==> config.mk <==
export PLATFORM = sky130hd
export DESIGN_NAME = ds_operand_stage_flat
export DESIGN_NICKNAME = d
export VERILOG_FILES = /design/src/rtl/ds_operand_stage_if.sv /design/src/rtl/ds_operand_stage.sv /design/src/flat_wrapper.sv
export SDC_FILE = /design/constraint.sdc
export NUM_CORES = 1
export LEC_CHECK = 0
export CAP_MARGIN = 20
export CORE_AREA = 10 10 160 162
export CTS_CLUSTER_SIZE = 10
export DETAILED_ROUTE_END_ITERATION = 8
export DIE_AREA = 0 0 170 172
export PLACE_DENSITY = 0.56
export SYNTH_ARGS = -nofsm -noshare
export SYNTH_HDL_FRONTEND = slang
export SYNTH_SLANG_ARGS = --single-unit
==> constraint.sdc <==
create_clock -name clk -period 11.4 [get_ports clk]
set_input_delay 2.28 -clock clk [delete_from_list [all_inputs] [get_ports clk]]
set_output_delay 2.28 -clock clk [all_outputs]
set_load 0.1 [all_outputs]
==> src/rtl/ds_operand_stage_if.sv <==
// ds_operand_stage_if: bundles the fetch->decode->execute handshake, the
// regfile read port and the producer-stage bypass bus of ds_operand_stage.
// master = surrounding pipeline (drives fetch side, producers, regfile data),
// slave  = the decode operand stage itself.
interface ds_operand_stage_if #(
   parameter int XLEN      = 32,
   parameter int NUM_SRC   = 2,
   parameter int NUM_FWD   = 3,
   parameter int PAYLOAD_W = 64
);
   logic                      fs_to_ds_valid;
   logic                      ds_allowin;
   logic [PAYLOAD_W-1:0]      fs_payload;
   logic [NUM_SRC*5-1:0]      fs_src;
   logic [NUM_SRC-1:0]        fs_src_en;
   logic                      flush;
   logic                      es_allowin;
   logic                      ds_to_es_valid;
   logic [PAYLOAD_W-1:0]      ds_payload;
   logic [NUM_SRC*XLEN-1:0]   ds_src_value;
   logic [NUM_SRC*5-1:0]      rf_raddr;
   logic [NUM_SRC*XLEN-1:0]   rf_rdata;
   logic [NUM_FWD-1:0]        fwd_valid;
   logic [NUM_FWD-1:0]        fwd_we;
   logic [NUM_FWD*5-1:0]      fwd_dest;
   logic [NUM_FWD-1:0]        fwd_rdy;
   logic [NUM_FWD*XLEN-1:0]   fwd_data;
   logic [31:0]               stall_cnt;

   modport master (
      output fs_to_ds_valid, fs_payload, fs_src, fs_src_en, flush, es_allowin,
             rf_rdata, fwd_valid, fwd_we, fwd_dest, fwd_rdy, fwd_data,
      input  ds_allowin, ds_to_es_valid, ds_payload, ds_src_value, rf_raddr,
             stall_cnt
   );

   modport slave (
      input  fs_to_ds_valid, fs_payload, fs_src, fs_src_en, flush, es_allowin,
             rf_rdata, fwd_valid, fwd_we, fwd_dest, fwd_rdy, fwd_data,
      output ds_allowin, ds_to_es_valid, ds_payload, ds_src_value, rf_raddr,
             stall_cnt
   );
endinterface

==> src/rtl/ds_operand_stage.sv <==
// ds_operand_stage: decode-stage pipeline register with an operand bypass
// network and interlock for NUM_SRC sources against NUM_FWD producer stages
// (stage 0 = youngest, highest priority).
// Optional feature macro HAZARD_FORWARD_EN:
//   defined   - results are forwarded from the youngest matching producer;
//               only an unready winning producer stalls; stall_cnt counts
//               interlock cycles.
//   undefined - no bypass (operands come from the regfile); any enabled
//               source matching any producer stalls; stall_cnt is 0.
module ds_operand_stage #(
   parameter int XLEN      = 32,
   parameter int NUM_SRC   = 2,
   parameter int NUM_FWD   = 3,
   parameter int PAYLOAD_W = 64
) (
   input  logic               clk,
   input  logic               reset,
   ds_operand_stage_if.slave  bus
);

   logic                      vld_p0;
   logic [PAYLOAD_W-1:0]      payload_p0;
   logic [NUM_SRC*5-1:0]      src_p0;
   logic [NUM_SRC-1:0]        src_en_p0;

   logic [NUM_SRC-1:0]        hit;
   logic [NUM_SRC-1:0]        interlock;
   logic [NUM_SRC*XLEN-1:0]   src_value;
   logic                      ready_go;
   logic                      allowin;
   logic                      accept;
`ifdef HAZARD_FORWARD_EN
   logic [NUM_SRC-1:0]        hit_rdy;
   logic [NUM_SRC*XLEN-1:0]   hit_data;
   logic [31:0]               stall_cnt_q;
`else
   logic                      unused_fwd;
`endif

   assign accept = bus.fs_to_ds_valid && allowin;

   // ---- stage p0: fetch -> decode register ----
   // Control: valid bit, flush kills the held instruction before any load.
   always_ff @(posedge clk) begin
      if (reset) begin
         vld_p0 <= 1'b0;
      end else if (bus.flush) begin
         vld_p0 <= 1'b0;
      end else if (allowin) begin
         vld_p0 <= bus.fs_to_ds_valid;
      end
   end

   // Data: payload and source fields load only on accept, never reset.
   always_ff @(posedge clk) begin
      if (accept) begin
         payload_p0 <= bus.fs_payload;
         src_p0     <= bus.fs_src;
         src_en_p0  <= bus.fs_src_en;
      end
   end

   // Per source: find the youngest matching producer (loop runs oldest to
   // youngest so the lowest index wins), then pick the operand and decide
   // whether that winner forces an interlock.
   always_comb begin
      hit       = '0;
      interlock = '0;
      src_value = '0;
`ifdef HAZARD_FORWARD_EN
      hit_rdy   = '0;
      hit_data  = '0;
`endif
      for (int i = 0; i < NUM_SRC; i++) begin
         for (int k = NUM_FWD - 1; k >= 0; k--) begin
            if (bus.fwd_valid[k] && bus.fwd_we[k] &&
                bus.fwd_dest[k*5 +: 5] == src_p0[i*5 +: 5] &&
                src_p0[i*5 +: 5] != 5'd0) begin
               hit[i] = 1'b1;
`ifdef HAZARD_FORWARD_EN
               hit_rdy[i]               = bus.fwd_rdy[k];
               hit_data[i*XLEN +: XLEN] = bus.fwd_data[k*XLEN +: XLEN];
`endif
            end
         end
         if (src_p0[i*5 +: 5] == 5'd0) begin
            src_value[i*XLEN +: XLEN] = '0;
`ifdef HAZARD_FORWARD_EN
         end else if (hit[i]) begin
            src_value[i*XLEN +: XLEN] = hit_data[i*XLEN +: XLEN];
`endif
         end else begin
            src_value[i*XLEN +: XLEN] = bus.rf_rdata[i*XLEN +: XLEN];
         end
`ifdef HAZARD_FORWARD_EN
         interlock[i] = src_en_p0[i] && hit[i] && !hit_rdy[i];
`else
         interlock[i] = src_en_p0[i] && hit[i];
`endif
      end
   end

   assign ready_go           = ~|interlock;
   assign allowin            = !vld_p0 || (ready_go && bus.es_allowin);
   assign bus.ds_allowin     = allowin;
   assign bus.ds_to_es_valid = vld_p0 && ready_go && !bus.flush;
   assign bus.ds_payload     = payload_p0;
   assign bus.ds_src_value   = src_value;
   assign bus.rf_raddr       = src_p0;

`ifdef HAZARD_FORWARD_EN
   // Interlock cycle counter; flush cycles and backpressure are not counted.
   always_ff @(posedge clk) begin
      if (reset) begin
         stall_cnt_q <= 32'd0;
      end else if (vld_p0 && !ready_go && !bus.flush) begin
         stall_cnt_q <= stall_cnt_q + 32'd1;
      end
   end

   assign bus.stall_cnt = stall_cnt_q;
`else
   assign bus.stall_cnt = 32'd0;
   // Producer readiness and data have no consumer without the bypass.
   assign unused_fwd    = ^{bus.fwd_rdy, bus.fwd_data};
`endif

endmodule
==> src/flat_wrapper.sv <==
// flat-port wrapper written by rule: the top's interface ports become plain ports
module ds_operand_stage_flat 
#(
   parameter int XLEN      = 32,
   parameter int NUM_SRC   = 2,
   parameter int NUM_FWD   = 3,
   parameter int PAYLOAD_W = 64
)
  (clk, reset, bus_fs_to_ds_valid, bus_fs_payload, bus_fs_src, bus_fs_src_en, bus_flush, bus_es_allowin, bus_rf_rdata, bus_fwd_valid, bus_fwd_we, bus_fwd_dest, bus_fwd_rdy, bus_fwd_data, bus_ds_allowin, bus_ds_to_es_valid, bus_ds_payload, bus_ds_src_value, bus_rf_raddr, bus_stall_cnt);
  ds_operand_stage_if #(.XLEN(XLEN), .NUM_SRC(NUM_SRC), .NUM_FWD(NUM_FWD), .PAYLOAD_W(PAYLOAD_W)) bus_i ();
  input  logic clk;
  input  logic reset;
  input wire logic [$bits(bus_i.fs_to_ds_valid)-1:0] bus_fs_to_ds_valid;
  input wire logic [$bits(bus_i.fs_payload)-1:0] bus_fs_payload;
  input wire logic [$bits(bus_i.fs_src)-1:0] bus_fs_src;
  input wire logic [$bits(bus_i.fs_src_en)-1:0] bus_fs_src_en;
  input wire logic [$bits(bus_i.flush)-1:0] bus_flush;
  input wire logic [$bits(bus_i.es_allowin)-1:0] bus_es_allowin;
  input wire logic [$bits(bus_i.rf_rdata)-1:0] bus_rf_rdata;
  input wire logic [$bits(bus_i.fwd_valid)-1:0] bus_fwd_valid;
  input wire logic [$bits(bus_i.fwd_we)-1:0] bus_fwd_we;
  input wire logic [$bits(bus_i.fwd_dest)-1:0] bus_fwd_dest;
  input wire logic [$bits(bus_i.fwd_rdy)-1:0] bus_fwd_rdy;
  input wire logic [$bits(bus_i.fwd_data)-1:0] bus_fwd_data;
  output wire logic [$bits(bus_i.ds_allowin)-1:0] bus_ds_allowin;
  output wire logic [$bits(bus_i.ds_to_es_valid)-1:0] bus_ds_to_es_valid;
  output wire logic [$bits(bus_i.ds_payload)-1:0] bus_ds_payload;
  output wire logic [$bits(bus_i.ds_src_value)-1:0] bus_ds_src_value;
  output wire logic [$bits(bus_i.rf_raddr)-1:0] bus_rf_raddr;
  output wire logic [$bits(bus_i.stall_cnt)-1:0] bus_stall_cnt;
  assign bus_i.fs_to_ds_valid = bus_fs_to_ds_valid;
  assign bus_i.fs_payload = bus_fs_payload;
  assign bus_i.fs_src = bus_fs_src;
  assign bus_i.fs_src_en = bus_fs_src_en;
  assign bus_i.flush = bus_flush;
  assign bus_i.es_allowin = bus_es_allowin;
  assign bus_i.rf_rdata = bus_rf_rdata;
  assign bus_i.fwd_valid = bus_fwd_valid;
  assign bus_i.fwd_we = bus_fwd_we;
  assign bus_i.fwd_dest = bus_fwd_dest;
  assign bus_i.fwd_rdy = bus_fwd_rdy;
  assign bus_i.fwd_data = bus_fwd_data;
  assign bus_ds_allowin = bus_i.ds_allowin;
  assign bus_ds_to_es_valid = bus_i.ds_to_es_valid;
  assign bus_ds_payload = bus_i.ds_payload;
  assign bus_ds_src_value = bus_i.ds_src_value;
  assign bus_rf_raddr = bus_i.rf_raddr;
  assign bus_stall_cnt = bus_i.stall_cnt;
  ds_operand_stage #(.XLEN(XLEN), .NUM_SRC(NUM_SRC), .NUM_FWD(NUM_FWD), .PAYLOAD_W(PAYLOAD_W)) u_core (.clk(clk), .reset(reset), .bus(bus_i));
endmodule
==> results.md <==
GRT:
- The aggregate global routing overflow is 0.
- The via count of the first global-routing pass came to 3,178.
- Entering global routing, the biggest net connects 77 pins.
- The initial antenna violation count is 4.
- The total track usage is 9.77%.
- The first global-routing pass estimated 21,000 um of wire.

Synthesis:
- For this run, the number of Yosys warnings is 0.
- The share of Yosys cell area claimed by the top area cell type is 66.6%.
- The number of distinct standard cells referenced by the synthesized netlist is 27.
- After synthesis, the most frequently instantiated cells are edfxtp_1 (76), nor2b_1 (64), buf_4 (32), xor2_1 (19), xnor2_1 (9).
- For this run, the leading register cell type out of synthesis is edfxtp_1.
- The synthesized netlist occupies a cell area of 0.00343 sq mm.
- edfxtp_1 is the most common cell in the netlist.
- In the post-synthesis netlist, the biggest area contributors are edfxtp_1 (67%), nor2b_1 (12%), buf_4 (7.0%).
- Sequential elements use 67.2% of the synthesized area.
- The number of cells produced by synthesis is 238.
- The number of enable flip-flop cells after synthesis is 76.
- After synthesis, the share of flip-flops with an asynchronous set or reset is 0%.
- Summed over all instances, the cell type with the most area after synthesis is edfxtp_1.
- The mean post-synth cell area is 14.4 sq um.
- In this run, synthesis produced a sequential element count of 77.

Pwr:
- The static power due to leakage is 2.54 nW.
- In this run switching power makes up 41.6% of total power.
- The internal power of the cells is 0.614 mW.
- The total power consumption of the routed design is 1.05 mW.
- The worst IR drop on VDD is 0.0000776 V.
- The switching power summed over all nets is 0.437 mW.
- Per report_power, the combinational group accounts for 38.5% of the total.
- Dividing total power by cell area gives a power density of 149 mW/mm^2.
- In this run, the clock network consumes 29.0% of the power.
- Sequential cells burn 32.4% of the power.

Detailed routing:
- The routed layout has 2,939 vias.
- The mean routed wirelength per cell is 18.6 um.
- The first-pass iteration count of the detailed router is 4.
- The detailed-route DRC error count is 0.
- After detailed routing, the number of vias per cell comes to 3.50.
- The detailed router's first-iteration violation count is 133.
- The final antenna-violating net count is 0.
- The final routed wirelength across all metal layers is 15,600 um.

STA:
- The total count of hold-check failures in the final report was 0.
- The final number of max-transition violations is 0.
- In the post-route analysis, the smallest setup slack over all paths is 4150 ps.
- Setup repair after global routing left no endpoint under its margin.
- The number of failing setup endpoints in the final timing report is 0.
- The routed design could run at a clock period as short as 7250 ps.
- Across the routed clock network, the largest skew measured is 11.1 ps.
- Measured against its own limit, the worst slew margin works out to 29.8%.
- For this run, the top clock speed supported by timing is 138 MHz.
- The slew at the pin with the worst max-slew slack is 1050 ps.
- The share of the cycle needed by the critical path after routing is 63.6%.
- The final-layout setup total negative slack is 0 ps.

Clock tree:
- Buffers added to address setup during post-CTS repair amount to 0.
- The total number of clock tree sinks is 77.
- The number of gates resized after CTS is 0.
- TritonCTS built the clock tree.
- The clock passes through at most 2 buffers.
- The clock-pin slew of the registers on the worst-case setup and hold paths is 70 ps.
- The hold buffer count at cts is 0.
- Counting the buffers created by CTS gives 9.
- For the worst-skew pair, the clock arrives at the later sink with an insertion delay of 340 ps.
- Clock tree synthesis selected as its root buffer the cell clkbuf_16.
- The H-tree level count is 3.

Setup path:
- The critical path's largest stage delay is 990 ps.
- The end of the worst register-to-register path is u_core.bus.ds_payload[62].
- In this run the register-to-register setup slack is 8230 ps.
- The worst setup path is of the in -> out kind.
- In this run the critical register-to-register path is launched from u_core.bus.rf_raddr[5].
- The data arrival time of the critical path is 4970 ps.
- Walking the worst path, the cells encountered are clkdlybuf4s50_1 -> inv_1 -> a221o_1 -> or4_4 -> a31oi_4 -> o31ai_2 -> clkdlybuf4s50_1.
- The critical path data required time is 9120 ps.
- STA classifies the critical path endpoint as a primary output.
- The start point of the critical path is bus_fwd_dest[3].
- STA classifies the critical path startpoint as an input pin.
- The cell occurring most often along the worst timing path is clkdlybuf4s50_1.
- The capturing instance or port of the critical path is bus_ds_allowin.
- The critical-path maximum fanout is 3.
- The count of cells along the worst register-to-register path is 5.
- The cell type of the slowest stage on the worst timing path is clkdlybuf4s50_1.

Final layout:
- After routing the design area is 0.00705 sq mm.
- The growth of design area from synthesis to finish is 106%.
- The number of nets in the layout is 814.
- Cells fill 31.5% of the core in the end.
- The fraction of layout instances using a drive strength above 1 is 4.69%.
- The layout has 2,276 filler cells.

Die:
- The starting density of the core is 15.3%.
- The die covers 0.0292 sq mm.
- In this run the count of I/O pins placed on the die edge is 437.
- After floorplanning, the core was divided into 55 placement rows.
- The core box area is 0.0224 sq mm.
- The chip height is 172 um.
- The die extent in x is 170 um.

Place:
- During placement, the flow inserted port buffers numbering 305.
- The global placer's final weighted congestion is 0.783.
- After detailed placement, the total cell area comes to 0.00673 sq mm.
- The post-placement worst setup slack is 4150 ps.
- Detailed placement ended at an HPWL of 13,200 um.

Min path:
- The number of instances on the worst hold path is 2.
- The class of the worst hold path is reg -> reg.

Status:
- The run finished with clean final reports.

Job:
- Across the run, the number of max-cap violations was 0.
==> cell families after synthesis <==
| group | after synthesis | synth area share, % |
|---|---|---|
| buffers and inverters | 42 | 8.11 |
| XOR/XNOR | 28 | 7.16 |
| AND/OR/NAND/NOR | 82 | 15.0 |
| other | 1 | 0.109 |
| flip-flops | 77 | 67.2 |
| AO/OA/AOI/OAI | 8 | 2.37 |
==> cells in the final DEF, fill, tap and decap left out <==
cell	n
inv_6	4
dfxtp_1	1
a31oi_4	1
xnor2_1	9
or4_1	2
buf_16	1
inv_2	1
inv_8	2
nand2_1	1
o221ai_1	1
a211oi_2	1
clkbuf_16	9
nor4b_1	1
a31oi_1	1
edfxtp_1	76
conb_1	32
inv_1	3
o21ai_0	1
buf_4	1
and2_4	1
nand4_1	5
clkdlybuf4s50_1	305
or3_1	1
diode_2	1
o31ai_2	1
o21ai_1	1
nor2b_1	64
bufinv_16	1
xor2_1	19
a221o_1	1
nor4_1	4
nor2_2	2
or4_4	1
==> critical path: cells and delay by family <==
family,cells,cell delay [ps]
AOI/OAI and AO/OA,3,570
buffers and inverters,3,1560
and+or+nand+nor,1,550
==> routing by layer <==
layer | track usage (%) | routed length, um | part of all wire [%]
met1 | 9.97 | 5700 | 37
met2 | 16.6 | 7340 | 47
met3 | 5.75 | 2360 | 15
met4 | 2.82 | 174 | 1.1
met5 | 0 | 32 | 0.20
==> state kept, by name, indices dropped and copies added, names as in the netlist <==
register	count
u_core.bus.ds_payload	64
u_core.bus.rf_raddr	10
u_core.vld_p0	1
u_core.src_en_p0	2
==> worst min path at each step <==
stage	end	slack (ps)	startpoint
after CTS	u_core.vld_p0	530	u_core.vld_p0
after detailed placement	u_core.vld_p0	520	u_core.vld_p0
after global placement	u_core.vld_p0	520	u_core.vld_p0
after floorplan	u_core.vld_p0	910	u_core.vld_p0
after global routing	u_core.vld_p0	560	u_core.vld_p0
final	u_core.vld_p0	530	u_core.vld_p0
==> power groups by stage <==
stage	combinational (mW)	sequential [mW]	clock, mW
2_1_floorplan	0.180	0.456	0
3_3_place_gp	0.406	0.346	0
3_5_place_dp	0.406	0.347	0
4_1_cts	0.407	0.341	0.320
5_1_grt	0.416	0.342	0.333
6_report	0.405	0.340	0.305
==> through the flow <==
| stage | instances | hold slack [ps] |
|---|---|---|
| 4_1_cts | 839 | 532 |
| 3_5_place_dp | 823 | 521 |
| 2_1_floorplan | 269 | 913 |
| 5_1_grt | 839 | 561 |
| 6_report | 840 | 531 |
| 3_3_place_gp | 822 | 522 |
==> area by class of cell <==
class	count	area (sq um)	area share, %
Antenna cell	1	2.50	0.0355
Clock inverter	7	87.6	1.24
Tap cell	285	357	5.06
Inverter	4	15.0	0.213
Clock buffer	9	225	3.20
Multi-Input combinational cell	150	970	13.8
Timing Repair Buffer	307	3090	43.8
Sequential cell	77	2300	32.7
(Power assumes the default switching activity.)
